`src/rtl/rob_pkg.sv`:
```
// Reorder buffer shared definitions.
//   ROB_BIT / ROB_SIZE : index width and entry count
//   rob_type_e         : entry kind encodings (REG, STORE, BRANCH, EXIT)
//   rob_entry_t        : per-entry bookkeeping record
package rob_pkg;

    localparam int ROB_BIT  = 3;
    localparam int ROB_SIZE = 1 << ROB_BIT;

    typedef enum logic [1:0] {
        ROB_TYPE_REG    = 2'd0,
        ROB_TYPE_STORE  = 2'd1,
        ROB_TYPE_BRANCH = 2'd2,
        ROB_TYPE_EXIT   = 2'd3
    } rob_type_e;

    typedef struct packed {
        logic        busy;
        logic        ready;
        rob_type_e   kind;
        logic [4:0]  rd;
        logic [31:0] value;
        logic        pred_taken;
        logic [31:0] alt_pc;
    } rob_entry_t;

endpackage

```
`src/rtl/rob_query.sv`:
```
// Combinational operand lookup into the reorder buffer.
//   entry                    : index being looked up
//   ready_vec / value_vec    : registered per-entry ready flags and values
//   rs_* / lsb_*             : result buses, bypassed in the same cycle
//   ready / value            : lookup result (RS bus wins over LSB bus)
module rob_query
    import rob_pkg::*;
(
    input  logic [ROB_BIT-1:0]               entry,
    input  logic [ROB_SIZE-1:0]              ready_vec,
    input  logic [ROB_SIZE-1:0][31:0]        value_vec,
    input  logic                             rs_ready,
    input  logic [ROB_BIT-1:0]               rs_rob_entry,
    input  logic [31:0]                      rs_value,
    input  logic                             lsb_ready,
    input  logic [ROB_BIT-1:0]               lsb_rob_entry,
    input  logic [31:0]                      lsb_value,
    output logic                             ready,
    output logic [31:0]                      value
);

    always_comb begin
        ready = ready_vec[entry];
        value = value_vec[entry];
        if (lsb_ready && lsb_rob_entry == entry) begin
            ready = 1'b1;
            value = lsb_value;
        end
        // Applied last so an RS hit overrides an LSB hit.
        if (rs_ready && rs_rob_entry == entry) begin
            ready = 1'b1;
            value = rs_value;
        end
    end

endmodule

```
`src/rtl/rob.sv`:
```
// Reorder buffer: allocates an entry per issued instruction, captures results
// from the RS and LSB buses, retires in order and flushes on a branch
// mispredict discovered at commit.
//   clk_in, rst_in (async, active-low), rdy_in (low freezes state)
//   issue_*            : tail allocation; issue_entry/rob_full report tail/full
//   rs_* / lsb_*       : result buses
//   q1_* / q2_*        : operand lookups with same-cycle bus bypass
//   commit_*           : registered register-write retirement
//   store_commit       : head store may write memory
//   rob_clear_up       : flush pulse, redirect_pc valid with it
//   exit_commit        : sticky EXIT-retired flag
module rob
    import rob_pkg::*;
(
    input  logic               clk_in,
    input  logic               rst_in,
    input  logic               rdy_in,
    input  logic               issue_valid,
    input  logic [1:0]         issue_type,
    input  logic [4:0]         issue_rd,
    input  logic               issue_pred_taken,
    input  logic [31:0]        issue_alt_pc,
    output logic [ROB_BIT-1:0] issue_entry,
    output logic               rob_full,
    input  logic               rs_ready,
    input  logic [ROB_BIT-1:0] rs_rob_entry,
    input  logic [31:0]        rs_value,
    input  logic               lsb_ready,
    input  logic [ROB_BIT-1:0] lsb_rob_entry,
    input  logic [31:0]        lsb_value,
    input  logic [ROB_BIT-1:0] q1_entry,
    input  logic [ROB_BIT-1:0] q2_entry,
    output logic               q1_ready,
    output logic               q2_ready,
    output logic [31:0]        q1_value,
    output logic [31:0]        q2_value,
    output logic               commit_valid,
    output logic [4:0]         commit_rd,
    output logic [31:0]        commit_value,
    output logic [ROB_BIT-1:0] commit_entry,
    output logic               store_commit,
    output logic               rob_clear_up,
    output logic [31:0]        redirect_pc,
    output logic               exit_commit
);

    rob_entry_t [ROB_SIZE-1:0] ent;
    logic [ROB_BIT-1:0]        head;
    logic [ROB_BIT-1:0]        tail;
    logic [ROB_BIT:0]          count;

    rob_entry_t h;
    logic       do_commit;
    logic       do_issue;
    logic       mispredict;
    logic       reg_write;

    assign issue_entry = tail;
    assign rob_full    = (count == (ROB_BIT+1)'(ROB_SIZE));

    assign h          = ent[head];
    assign do_commit  = h.busy && h.ready;
    assign do_issue   = issue_valid && !rob_full;
    assign mispredict = do_commit && h.kind == ROB_TYPE_BRANCH && (h.value[0] != h.pred_taken);
    assign reg_write  = do_commit && h.kind == ROB_TYPE_REG && h.rd != 5'd0;

    always_ff @(posedge clk_in or negedge rst_in) begin
        if (!rst_in) begin
            ent          <= '0;
            head         <= '0;
            tail         <= '0;
            count        <= '0;
            commit_valid <= 1'b0;
            commit_rd    <= '0;
            commit_value <= '0;
            commit_entry <= '0;
            store_commit <= 1'b0;
            rob_clear_up <= 1'b0;
            redirect_pc  <= '0;
            exit_commit  <= 1'b0;
        end else if (!rdy_in) begin
            commit_valid <= 1'b0;
            store_commit <= 1'b0;
            rob_clear_up <= 1'b0;
        end else begin
            commit_valid <= reg_write;
            store_commit <= do_commit && h.kind == ROB_TYPE_STORE;
            rob_clear_up <= mispredict;
            if (do_commit && h.kind == ROB_TYPE_EXIT)
                exit_commit <= 1'b1;
            if (reg_write) begin
                commit_rd    <= h.rd;
                commit_value <= h.value;
                commit_entry <= head;
            end

            if (mispredict) begin
                // Everything younger than the branch is wrong-path; this
                // cycle's issue and writebacks are dropped with it.
                redirect_pc <= h.alt_pc;
                head        <= '0;
                tail        <= '0;
                count       <= '0;
                for (int i = 0; i < ROB_SIZE; i++) begin
                    ent[i].busy  <= 1'b0;
                    ent[i].ready <= 1'b0;
                end
            end else begin
                if (rs_ready && ent[rs_rob_entry].busy) begin
                    ent[rs_rob_entry].ready <= 1'b1;
                    ent[rs_rob_entry].value <= rs_value;
                end
                if (lsb_ready && ent[lsb_rob_entry].busy) begin
                    ent[lsb_rob_entry].ready <= 1'b1;
                    ent[lsb_rob_entry].value <= lsb_value;
                end
                // Tail is never busy when issue is allowed, so the bus
                // writes above cannot collide with this allocation.
                if (do_issue) begin
                    ent[tail] <= '{busy: 1'b1, ready: 1'b0, kind: rob_type_e'(issue_type),
                                   rd: issue_rd, value: 32'd0,
                                   pred_taken: issue_pred_taken, alt_pc: issue_alt_pc};
                    tail <= tail + 1'b1;
                end
                // Ready is cleared too so stale lookups of a retired slot miss.
                if (do_commit) begin
                    ent[head].busy  <= 1'b0;
                    ent[head].ready <= 1'b0;
                    head <= head + 1'b1;
                end
                case ({do_issue, do_commit})
                    2'b10:   count <= count + 1'b1;
                    2'b01:   count <= count - 1'b1;
                    default: ;
                endcase
            end
        end
    end

    logic [ROB_SIZE-1:0]       ready_vec;
    logic [ROB_SIZE-1:0][31:0] value_vec;

    for (genvar g = 0; g < ROB_SIZE; g++) begin : g_vec
        assign ready_vec[g] = ent[g].ready;
        assign value_vec[g] = ent[g].value;
    end

    rob_query u_q1 (
        .entry(q1_entry), .ready_vec(ready_vec), .value_vec(value_vec),
        .rs_ready(rs_ready), .rs_rob_entry(rs_rob_entry), .rs_value(rs_value),
        .lsb_ready(lsb_ready), .lsb_rob_entry(lsb_rob_entry), .lsb_value(lsb_value),
        .ready(q1_ready), .value(q1_value)
    );

    rob_query u_q2 (
        .entry(q2_entry), .ready_vec(ready_vec), .value_vec(value_vec),
        .rs_ready(rs_ready), .rs_rob_entry(rs_rob_entry), .rs_value(rs_value),
        .lsb_ready(lsb_ready), .lsb_rob_entry(lsb_rob_entry), .lsb_value(lsb_value),
        .ready(q2_ready), .value(q2_value)
    );

endmodule

```
`config.mk`:
```
export PLATFORM = sky130hd
export DESIGN_NAME = rob
export DESIGN_NICKNAME = d
export VERILOG_FILES = /design/src/rtl/rob_pkg.sv /design/src/rtl/rob_query.sv /design/src/rtl/rob.sv
export SDC_FILE = /design/constraint.sdc
export NUM_CORES = 2
export LEC_CHECK = 0
export ABC_AREA = 0
export CORE_ASPECT_RATIO = 0.7
export CORE_UTILIZATION = 30
export DETAILED_ROUTE_END_ITERATION = 6
export DONT_BUFFER_PORTS = 1
export HOLD_SLACK_MARGIN = 0.05
export PLACE_DENSITY_LB_ADDON = 0.08
export SLEW_MARGIN = 30
export SYNTH_ARGS = -nofsm -noshare
export SYNTH_HDL_FRONTEND = slang
export SYNTH_SLANG_ARGS = --single-unit
```
`constraint.sdc`:
```
create_clock -name clk_in -period 8.89 [get_ports clk_in]
set_clock_uncertainty 0.15 [all_clocks]
set_input_delay 1.778 -clock clk_in [delete_from_list [all_inputs] [get_ports clk_in]]
set_output_delay 1.778 -clock clk_in [all_outputs]
set_load 0.05 [all_outputs]
```
==> flow_summary.ini <==
[outcome]
status = finished, violations left
violations = DRC

[clock_network]
post_cts_buffers = 0
numCtsBuffers = 82
cts_max_path_buffers = 3
root_buffer = clkbuf_16
cts.clk_slew.worst_paths_ns = 0.06
cts_tree = built
cts_hold_buffers = 0
clk_latency_ns = 0.70
htree_levels = 3
cts_resized = 0
clkSinkCount = 678

[pwr]
p_sw_mw = 7.929
p_per_area_nw_per_um2 = 387.5
p_int_mw = 9.588
ir_worst_vdd_mv = 0.2360
p_seq_frac = 0.352
leakage_nw = 19.92
switching_share = 0.4526
power_frac_comb = 0.449
clkPwrFrac = 0.199

[sta]
setup-tns-final_ns = 0
setup_viol = 0
layout_min_cycle_time_ns = 6.291
slew_headroom = 0.2764
clock.fmax_mhz = 159.0
setup_ws_ns = 2.599
rsz0062_at_grt = false
tightest_slew_ns = 1.074
slew_viol_final = 0
finalHoldViolCount = 0
post-route-period-util = 0.7077
hold_ws_ns = 0.3392

[setup_path]
max_stage_delay_ns = 0.80
endpoint = q2_value[23]
slowest_stage = o21ai_1
ff2ff_setup_slack_ns = 3.43
crit_top_cell = buf_4
cp-end-kind = primary output
critPathKind = input pin to primary output
worst-path-stages = 7
arrival_ns = 4.36
reg2reg_from = head[1]
crit_required_ns = 6.96
crit_path_max_fanout = 68
reg2reg_depth = 9
cp_cell_sequence = xnor2_1 > nand4_1 > buf_4 > buf_4 > nand2_1 > o21ai_0 > o21ai_1
cp-start-kind = input pin
timing.critical_path.buf_inv = 2
critPathTopFamily = compound AO/OA/AOI/OAI gates
crit_path_start = q2_entry[0]

[yosys]
seq_area_frac_synth = 0.4132
syn-instance-count = 3807
synthesis.nets = 3933
synthArstFlopShare = 1.000
synth_edf_count = 0
synth-seq-cells = 678
ys_warn_count = 0
avgSynthCellArea_um2 = 10.79
synth_top_area_cell = dfrtp_1
synth_top_flop_cell = dfrtp_1
syn-cell-area_um2 = 41060
synthTopCellsByArea = dfrtp_1 41%, a32o_1 12%, mux4_2 8.7%
synth_top_area_share = 0.4132
synth_cell_type_count = 71

[layout]
synthToLayoutAreaGrowth_pct = 10.09
mostFrequentLayoutCells = 675 x dfrtp_1, 498 x a32o_1, 350 x mux2i_1, 309 x a21oi_1, 301 x nor2_1
drive_above_1_share = 0.1737
stdcell_count = 5316
final_common_cell = dfrtp_1
multiInputGateArea_um2 = 22180
final_core_util = 0.3331
n_fill_cell = 13430
regArea_um2 = 16980
fin_nets = 3597

[floorplan]
start_util = 0.3025
die_h_um = 311.5
rows = 113
io_pins = 268
core_um2 = 135700
dieArea_um2 = 138400
die_x_um = 444.2

[drt]
drtIter0Drc = 4491
wirelength_um = 189000
wl_per_cell_um = 35.55
num_vias = 34620
vias_per_cell = 6.511
ant_nets = 0
dr.pass1.iters = 7
drc_errors = 4

[grt]
grt_pass1_vias = 34200
grt_usage = 0.2669
grt_pass1_wl_um = 267100
antenna_found_initial = 10
grt_overflow = 0
grt_max_degree = 679

[placed_design]
dp_slack_ns = 2.765
io_buffers = 0
gp_congestion = 0.8275
place_inst = 5163
dp_hpwl_um = 103300

[hold_path]
hold_path_class = flop to flop
hold_path_depth = 1

[flow_run]
cap_violations = 0
-- power by group through the flow --
| stage | Sequential, mW | Clock (mW) | Combinational, mW |
|---|---|---|---|
| after floorplan | 5.65 | 0 | 5.65 |
| after global routing | 6.34 | 3.69 | 8.32 |
| after CTS | 6.14 | 3.57 | 7.75 |
| after detailed placement | 6.19 | 0 | 7.73 |
| after global placement | 6.10 | 0 | 7.54 |
| final | 6.16 | 3.49 | 7.87 |
-- layer usage --
layer  global-route usage  vias up  wire length, um
li1                     -    14180                -
met1               0.3769    18390            84170
met2               0.4067     1697            83940
met3              0.05800      337            15080
met4              0.08103       10             5691
met5                    0        -               89
-- kinds of logic (layout without fill, tap and decap cells) --
group                    count (synthesis)  count (layout)  share of synthesized area
AO/OA/AOI/OAI                         1255            1255                     0.2361
XOR/XNOR                                17              17                   0.003626
adder cells (fa/ha/maj)                  4               4                   0.001219
buffers and inverters                  534             256                    0.05792
flip-flops                             678             678                     0.4132
multiplexers                           666             666                     0.2187
other                                    0               5                          0
AND/OR/NAND/NOR                        653             653                    0.06926
-- worst reg2reg max path: cells and delay by family (launching register included) --
kind	cells	cell delay [ns]
simple gates	2	0.73
flops	1	0.96
compound gates	2	1.00
buf+inv	3	1.65
mux	2	0.83
-- cells in the mapped netlist (3+ instances only) --
| cell type | n |
|---|---|
| nand4_1 | 22 |
| nor2_1 | 319 |
| nand3_1 | 31 |
| xnor2_1 | 11 |
| o311ai_0 | 4 |
| and2_1 | 44 |
| a22o_1 | 43 |
| mux4_2 | 158 |
| a31oi_1 | 7 |
| a221oi_1 | 59 |
| o311ai_1 | 8 |
| a221o_1 | 10 |
| dfrtp_1 | 678 |
| buf_6 | 14 |
| nor3_1 | 12 |
| nor2b_1 | 11 |
| o21ai_0 | 160 |
| o211ai_1 | 5 |
| nand2_1 | 177 |
| buf_4 | 47 |
| a22oi_1 | 93 |
| mux2i_1 | 350 |
| a21oi_1 | 309 |
| buf_1 | 47 |
| a211oi_1 | 3 |
| o22ai_1 | 21 |
| a32o_1 | 498 |
| a211o_1 | 11 |
| clkbuf_1 | 346 |
| inv_1 | 5 |
| xor2_1 | 6 |
| buf_2 | 74 |
| mux2_4 | 37 |
| ha_1 | 4 |
| mux2_2 | 121 |
| nand2b_1 | 4 |
| nor4_1 | 9 |
| a311oi_1 | 7 |
| and3_1 | 5 |
-- final cells by class --
type                    instances  area share
repair buffers                108     0.02441
multi-input cells            2595      0.4907
inverters                       6   0.0004982
flip-flops and latches        678      0.3755
clock buffers                 124     0.05405
well taps                    1782     0.04932
diodes                          5   0.0002768
clock inverters                18    0.005176
-- through the flow --
stage	instance area (um2)	total power, mW
2_1_floorplan	41060	11.30
3_3_place_gp	42150	13.64
3_5_place_dp	42350	13.92
4_1_cts	45030	17.46
5_1_grt	45190	18.34
6_report	45210	17.52
-- worst min-delay path by stage --
| stage | from | endpoint | slack (ns) |
|---|---|---|---|
| 3_3_place_gp | flop | flop | 0.32 |
| 4_1_cts | flop | flop | 0.34 |
| 3_5_place_dp | flop | flop | 0.33 |
| 2_1_floorplan | flop | flop | 0.31 |
| 5_1_grt | flop | flop | 0.35 |
| 6_report | flop | flop | 0.34 |
(Power assumes the default switching activity.)
